--- config.mk ---
export PLATFORM = sky130hd
export DESIGN_NAME = pipe_hazard_ctrl
export DESIGN_NICKNAME = d
export VERILOG_FILES = /design/src/rtl/pipe_pkg.sv /design/src/rtl/haz_timeout_cnt.sv /design/src/rtl/pipe_hazard_ctrl.sv
export SDC_FILE = /design/constraint.sdc
export NUM_CORES = 1
export LEC_CHECK = 0
export BUFFER_PORTS_ARGS = -buffer_cell sky130_fd_sc_hd__buf_2
export CORE_UTILIZATION = 35
export CTS_CLUSTER_DIAMETER = 30
export DETAILED_ROUTE_END_ITERATION = 6
export SLEW_MARGIN = 40
export SYNTH_ARGS = -nofsm -noshare
export SYNTH_HDL_FRONTEND = slang
export SYNTH_SLANG_ARGS = --single-unit
--- constraint.sdc ---
create_clock -name i_clk -period 1.7 [get_ports i_clk]
set_clock_uncertainty 0.05 [all_clocks]
set_input_delay 0.17 -clock i_clk [delete_from_list [all_inputs] [get_ports i_clk]]
set_output_delay 0.17 -clock i_clk [all_outputs]
set_load 0.05 [all_outputs]
--- src/rtl/pipe_pkg.sv ---
// rtl/pipe_pkg.sv - shared LEGv8 pipeline constants and hazard FSM state encoding
package pipe_pkg;

  localparam int REG_AW   = 5;
  localparam int ZERO_REG = 31;

  typedef enum logic [1:0] {
    ST_RUN  = 2'd0,
    ST_WAIT = 2'd1,
    ST_ERR  = 2'd2
  } haz_state_t;

  localparam logic [10:0] OP_LDUR    = 11'b111_1100_0010;
  localparam logic [10:0] OP_STUR    = 11'b111_1100_0000;
  localparam logic [7:0]  OP_CBZ_PFX = 8'b1011_0100;

  function automatic logic is_cbz(input logic [10:0] opcode);
    return opcode[10:3] == OP_CBZ_PFX;
  endfunction

endpackage

--- src/rtl/haz_timeout_cnt.sv ---
// rtl/haz_timeout_cnt.sv - data-memory wait counter with timeout compare and sticky error
module haz_timeout_cnt
  import pipe_pkg::*;
#(
  parameter int TIMEOUT = 16,
  parameter int CNT_W   = 16
) (
  input  logic i_clk,
  input  logic i_rst,
  input  logic i_in_wait,
  input  logic i_mem_stall,
  input  logic i_dmem_ready,
  output logic o_hit,
  output logic o_err
);

  logic [CNT_W-1:0] r_cnt;
  logic [CNT_W-1:0] w_cnt_inc;
  logic             r_err;

  assign w_cnt_inc = r_cnt + 1'b1;
  // Trap on the edge where the count reaches TIMEOUT-1: the RUN cycle that first
  // saw the wait plus TIMEOUT-1 WAIT cycles gives TIMEOUT frozen cycles in total.
  assign o_hit = i_in_wait & i_mem_stall & (w_cnt_inc == CNT_W'(TIMEOUT - 1));
  assign o_err = r_err;

  always_ff @(posedge i_clk) begin
    if (i_rst || !i_in_wait) begin
      r_cnt <= '0;
    end else if (!i_dmem_ready) begin
      r_cnt <= w_cnt_inc;
    end

    if (i_rst) begin
      r_err <= 1'b0;
    end else if (o_hit) begin
      r_err <= 1'b1;
    end
  end

endmodule

--- src/rtl/pipe_hazard_ctrl.sv ---
// rtl/pipe_hazard_ctrl.sv - LEGv8 5-stage hazard controller: load-use stall, branch flush, dmem wait/timeout
// Optional perf counters (stall/flush) are enabled by defining HAZ_PERF_CNT_EN.
module pipe_hazard_ctrl #(
  parameter int REG_AW   = pipe_pkg::REG_AW,
  parameter int ZERO_REG = pipe_pkg::ZERO_REG,
  parameter int TIMEOUT  = 16,
  parameter int CNT_W    = 16
) (
  input  logic              i_clk,
  input  logic              i_rst,
  input  logic [REG_AW-1:0] i_id_rn,
  input  logic [REG_AW-1:0] i_id_rm,
  input  logic              i_id_rn_used,
  input  logic              i_id_rm_used,
  input  logic              i_ex_memread,
  input  logic [REG_AW-1:0] i_ex_rd,
  input  logic              i_mem_br_taken,
  input  logic              i_dmem_req,
  input  logic              i_dmem_ready,
  output logic              o_pc_we,
  output logic              o_ifid_we,
  output logic              o_ifid_flush,
  output logic              o_idex_flush,
  output logic              o_exmem_flush,
  output logic              o_pipe_freeze,
`ifdef HAZ_PERF_CNT_EN
  output logic              o_mem_timeout,
  output logic [CNT_W-1:0]  o_stall_cnt,
  output logic [CNT_W-1:0]  o_flush_cnt
`else
  output logic              o_mem_timeout
`endif
);

  import pipe_pkg::*;

  haz_state_t r_state;
  haz_state_t w_next_state;
  logic       w_mem_stall;
  logic       w_load_use;
  logic       w_hit;
  logic       w_err;

  assign w_mem_stall = i_dmem_req & ~i_dmem_ready;
  assign w_load_use  = i_ex_memread && (i_ex_rd != REG_AW'(ZERO_REG)) &&
                       ((i_id_rn_used && (i_id_rn == i_ex_rd)) ||
                        (i_id_rm_used && (i_id_rm == i_ex_rd)));

  haz_timeout_cnt #(
    .TIMEOUT (TIMEOUT),
    .CNT_W   (CNT_W)
  ) u_timeout (
    .i_clk        (i_clk),
    .i_rst        (i_rst),
    .i_in_wait    (r_state == ST_WAIT),
    .i_mem_stall  (w_mem_stall),
    .i_dmem_ready (i_dmem_ready),
    .o_hit        (w_hit),
    .o_err        (w_err)
  );

  always_ff @(posedge i_clk) begin
    if (i_rst) begin
      r_state <= ST_RUN;
    end else begin
      r_state <= w_next_state;
    end
  end

  always_comb begin
    w_next_state = r_state;
    case (r_state)
      ST_RUN:  if (w_mem_stall) w_next_state = ST_WAIT;
      ST_WAIT: begin
        if (w_hit) w_next_state = ST_ERR;
        else if (!w_mem_stall) w_next_state = ST_RUN;
      end
      ST_ERR:  w_next_state = ST_ERR;
      default: w_next_state = ST_RUN;
    endcase
  end

  // Priority: reset, error trap, memory freeze, branch flush, load-use bubble.
  always_comb begin
    o_pc_we       = 1'b1;
    o_ifid_we     = 1'b1;
    o_ifid_flush  = 1'b0;
    o_idex_flush  = 1'b0;
    o_exmem_flush = 1'b0;
    o_pipe_freeze = 1'b0;
    o_mem_timeout = 1'b0;
    if (i_rst) begin
      o_pc_we       = 1'b0;
      o_ifid_we     = 1'b0;
      o_ifid_flush  = 1'b1;
      o_idex_flush  = 1'b1;
      o_exmem_flush = 1'b1;
    end else if (r_state == ST_ERR) begin
      o_pc_we       = 1'b0;
      o_ifid_we     = 1'b0;
      o_pipe_freeze = 1'b1;
      o_mem_timeout = w_err;
    end else if (w_mem_stall) begin
      o_pc_we       = 1'b0;
      o_ifid_we     = 1'b0;
      o_pipe_freeze = 1'b1;
    end else if (i_mem_br_taken) begin
      o_ifid_flush  = 1'b1;
      o_idex_flush  = 1'b1;
      o_exmem_flush = 1'b1;
    end else if (w_load_use) begin
      o_pc_we       = 1'b0;
      o_ifid_we     = 1'b0;
      o_idex_flush  = 1'b1;
    end
  end

`ifdef HAZ_PERF_CNT_EN
  logic             w_active;
  logic             w_stall_evt;
  logic             w_flush_evt;
  logic [CNT_W-1:0] r_stall_cnt;
  logic [CNT_W-1:0] r_flush_cnt;

  assign w_active    = ~i_rst & (r_state != ST_ERR);
  assign w_stall_evt = w_active & (w_mem_stall | (~i_mem_br_taken & w_load_use));
  assign w_flush_evt = w_active & ~w_mem_stall & i_mem_br_taken;
  assign o_stall_cnt = r_stall_cnt;
  assign o_flush_cnt = r_flush_cnt;

  always_ff @(posedge i_clk) begin
    if (i_rst) begin
      r_stall_cnt <= '0;
      r_flush_cnt <= '0;
    end else begin
      if (w_stall_evt && (r_stall_cnt != '1)) r_stall_cnt <= r_stall_cnt + 1'b1;
      if (w_flush_evt && (r_flush_cnt != '1)) r_flush_cnt <= r_flush_cnt + 1'b1;
    end
  end
`endif

endmodule
After elaboration in Yosys (flattened, before gate mapping). Index checks and enable logic that the tools add are counted.

Flip-flop bits (word level): 19. Input bits: 23. Output and inout bits: 7. Logic and storage cells: 48.

Add/sub/neg operators: 1. Equal/unequal tests: 8. Multiplexer cells: 23. Bitwise logic cells: 4. Reductions and logical operators: 9.

Operators by type and width (number): $mux 1 (19); $add 16x1->16 const B (1); $eq 16x4->1 const B (1); $eq 5x5->1 (2); $mux 2 (3); $pmux 2 s3 (1); $ne 5x5->1 const B (1); $logic_and 1x1->1 (4); $and 1x1->1 (3); $ne 3x3->1 const B (1); $eq 2x1->1 const B (1); $eq 2x2->1 const B (1); $logic_not 2->1 (1); $logic_or 1x1->1 (2); $ne 2x1->1 const B (1); $reduce_and 2->1 (1); $logic_not 1->1 (1); $not 1->1 (1).

Longest topological paths before layout.
Depth after elaboration: 9. Depth in mapped cells: 7. Mapped depth without buffers: 7.

By module. From an unflattened synthesis, not the netlist that was laid out.

Cells, all modules: 157. Area, all modules: 1307.5 sq um.

By module, submodules not included: haz_timeout_cnt (times used 1, cells an instance 120, area each 1027.2 sq um, sequential area each 340.3 sq um); pipe_hazard_ctrl (times used 1, cells an instance 37, area each 280.3 sq um, sequential area each 40.0 sq um).

Worst setup path after synthesis. OpenSTA, ideal clock, no wires.

Kind: input-to-output. Start: input port i_dmem_ready. End: output port o_pc_we. Arrival: 2.339 ns. Required time: 1.480 ns. Slack: -0.859 ns. Stages on the path: 5. Path buffers: 2. Path through: clkbuf_1 > nand2b_1 > and2_1 > nor3b_1 > buf_4.

Word-level cells in the longest chain between the ends: 5.

Ends and longest elaborated chain: start: declaration (line pipe_hazard_ctrl.sv:19) `input logic i_dmem_ready,`; $not 1->1 (line pipe_hazard_ctrl.sv:44) `assign w_mem_stall = i_dmem_req & ~i_dmem_ready;`; $and 1x1->1 (line pipe_hazard_ctrl.sv:44); $mux 1 (3 in series); end: declaration (line pipe_hazard_ctrl.sv:20) `output logic o_pc_we,`.

Every way passes these cells.

Worst setup path in the final report.
Start: register u_timeout.r_cnt[1]. End: register r_state[1].

Word-level cells in the longest chain between the ends: 5. Elaborated cells on any way between the ends: 7. Those cells by class: add/sub: 1; eq/ne: 2; mux: 2; bitwise: 1; reduce/logical: 1.

Ends and longest elaborated chain: start: declaration (line haz_timeout_cnt.sv:17) `logic [CNT_W-1:0] r_cnt;`; start signal: assignment (line haz_timeout_cnt.sv:31) `r_cnt <= w_cnt_inc;`; $add 16x1->16 * (line haz_timeout_cnt.sv:21) `assign w_cnt_inc = r_cnt + 1'b1;`; $eq 16x4->1 * (line haz_timeout_cnt.sv:24) `assign o_hit = i_in_wait & i_mem_stall & (w_cnt_inc == CNT_W'(TIMEOUT - 1));`; $and 1x1->1 * (line haz_timeout_cnt.sv:24); $mux 2 / $ne 3x3->1 (equally long branches); $pmux 2 s3 / $reduce_and 2->1 (equally long branches); end signal: assignment (line pipe_hazard_ctrl.sv:66) `r_state <= w_next_state;`; end: declaration (line pipe_hazard_ctrl.sv:37) `haz_state_t r_state;`.

Mark *: on every way between the ends. The rest lies on a longest branch, timed or not. A chain may end at the register's enable or synchronous reset.

==> run_results.csv <==
group,metric,value,unit
outcome,outcome,"complete, but fails checks",
outcome,violations,"setup timing",
route,num_vias,1176,
route,dr.first_iter.drc_count,18,
layout,fillers,336,
sta,setup_ws,-0.01112,ns
power_and_ir_drop,max-vdd-ir-drop,256.6,uV
placement,hpwl,2.307,mm
sta,finalSetupViolCount,1,
sta,rsz0062_at_grt,"yes",
setup_path,end_kind,"flop",
die,die_area,3759,sq um
cts,cts.sinks,19,
setup_path,r2r_slack,-0.01,ns
placement,place_congestion,0.8370,
grt,gr-total-overflow,0,
cts,clock_latency,0.31,ns
layout,antennaDiodeCount,0,
sta,hold_violations,0,
power_and_ir_drop,total_power,827.0,uW
sta,maxSlewViolCount,0,
synth,netlist-cell-type-count,36,
layout,design_area,1765,sq um
sta,fin_crit_sh,100.7,%
route,route.detailed.drc,0,
synth,syn-instance-count,148,
die,core,3363,sq um
layout,layout.nets,222,
sta,final.min_clock_period,1.711,ns
cts,cts_tree,"done",
layout,regArea,400.4,sq um
setup_path,worstPathRequired,1.88,ns
setup_path,setup.worst_path.start_class,"flop",
power_and_ir_drop,power_leakage,0.0007066,uW
grt,grt_use_total,18.37,%
synth,synthesis.area,1231,sq um
sta,worst_slew_pin_slew,0.5659,ns
grt,grt_max_degree,17,
cts,htreeDepth,1,
layout,drive_above_1_share,45.41,%
cts,cts_max_path_buffers,2,
setup_path,crit_arrival,1.89,ns
setup_path,critPathLaunch,"u_timeout.r_cnt[1]",
setup_path,rr_startpoint,"u_timeout.r_cnt[1]",
placement,port_buffers,29,
placement,dpl_cell_area,1556,sq um
synth,synth_ff_type,"dfxtp_1",
min_path,worstHoldStart,"i_rst",
sta,setup_tns,-0.01112,ns
layout,final_cell_mix,"nor2_1, buf_2, buf_4",
setup_path,critPathMaxFanout,5,
flow_run,maxCapViolations,0,
power_and_ir_drop,power.density,468.4,nW/um^2
setup_path,path_class,"flop to flop",
route,drt-total-wl,3.046,mm
synth,synth_warnings,0,
die,rows,21,
synth,syn-num-nets,173,
setup_path,slowest_delay,0.39,ns
cts,clkSlewWorstSetupHoldPaths,0.10,ns
route,wl_per_cell,12.59,um
setup_path,worst_path_dominant_cell_family,"compound AO/OA/AOI/OAI gates",
die,chipHeight,61.31,um
sta,relSlewSlack,62.18,%
grt,grt_pass1_wl,5.099,mm
synth,yosysSeqAreaShare,30.89,%
grt,grt_pass1_vias,1209,
die,start_util,36.61,%
setup_path,critPathBufInv,1,
route,viasPerCell,4.860,
die,die_w,61.31,um
placement,pre_cts_ws,-0.07578,ns
min_path,hold_class,"input port to flop",
cts,cts_buffers,3,
route,dr.pass1.iters,4,
setup_path,critPathSlowestCell,"a2111oi_4",
setup_path,crit_chain,"buf_6 > nand3_4 > nor3b_4 > o21ai_2 > a2111oi_4 > nand4_1 > a21oi_1",
sta,fmax,584.4,MHz
die,num_io_pins,30,
layout,area_delta_synth_final,43.39,%
grt,grt_antenna_before_repair,0,
layout,multi_input_area,902.1,sq um
synth,synth_seq_cells,19,
synth,synth-async-reset-ratio,0,%
synth,avgSynthCellArea,8.319,sq um
cts,cts_root_buffer,"clkbuf_4",
route,ant_nets,0,
synth,synth_edf_count,0,
## through the flow
step	cells	utilization, %	hold slack, ns
finish	242	52.49	0.1158
global route	242	52.49	0.1041
CTS	240	48.55	0.1086
detailed placement	234	46.28	0.4216
global placement	234	46.28	0.4161
floorplan	148	-	0.4002
## cell usage after synthesis, types with 4 or more instances
| master | instances | area share (%) |
|---|---|---|
| nor4_1 | 4 | 2.0 |
| o21ai_0 | 4 | 1.6 |
| xor2_1 | 19 | 14 |
| xnor2_1 | 9 | 6.4 |
| dfxtp_1 | 19 | 31 |
| nor2_1 | 23 | 7.0 |
| nand3_1 | 8 | 3.3 |
| nand2_1 | 8 | 2.4 |
| a21oi_1 | 6 | 2.4 |
| nor3_1 | 5 | 2.0 |
## flip-flops by register name (all words and copies together), names as in the netlist
signal,count
r_state,2
u_timeout.r_cnt,16
u_timeout.o_err,1
## repair_timing
item / in CTS / in global routing
setup buffers: 2 / 2
hold endpoints to repair: 0 / 0
gates cloned: 0 / 0
pin swaps: 6 / 13
setup endpoints to repair: 7 / 15
hold buffers: 0 / 0
gates resized for setup: 13 / 30
## power breakdown
| group | total [uW] | internal, uW | switching [uW] |
|---|---|---|---|
| Combinational | 147 | 63.0 | 83.7 |
| Clock | 236 | 87.8 | 148 |
| Sequential | 445 | 443 | 1.33 |
| Total | 827 | 594 | 233 |
## final cells by class
class | instances | share of cell area (%)
multi-input cells | 117 | 51.10
flip-flops and latches | 19 | 22.68
repair buffers | 53 | 20.77
well taps | 46 | 3.260
clock buffers | 3 | 1.276
inverters | 3 | 0.6378
clock inverters | 1 | 0.2835
## logic make-up (layout without fill, tap and decap cells)
logic type      Yosys count  count (layout)  synth area share [%]
buf+inv                  12              60                 4.674
flops                    19              19                 30.89
compound gates           16              16                 9.757
xor+xnor                 28              28                 19.92
fa+ha+maj                 2               2                 2.032
simple gates             71              71                 32.72
## metal layers
layer | wire, um | part of all wire [%] | GRT usage (%)
met1 | 1261 | 41 | 22.35
met2 | 1710 | 56 | 32.76
met3 | 40 | 1.3 | 2.731
met4 | 34 | 1.1 | 6.494
met5 | 0 | 0 | 0
## path summary, 6_finish.rpt
| kind | to | depth (start not counted) |
|---|---|---|
| worst min-delay path | u_timeout.o_err | 2 |
| worst max register to register | r_state[1] | 7 |
| worst max-delay path | r_state[1] | 7 |
| worst min register to register | u_timeout.o_err | 2 |
## worst reg2reg max path: stages (launching register included)
cell and delay, ns:
dfxtp_4 0.37, buf_6 0.12, nand3_4 0.08, nor3b_4 0.19, o21ai_2 0.09, a2111oi_4 0.39, nand4_1 0.18, a21oi_1 0.18
Power figures use the tool's default switching activity.
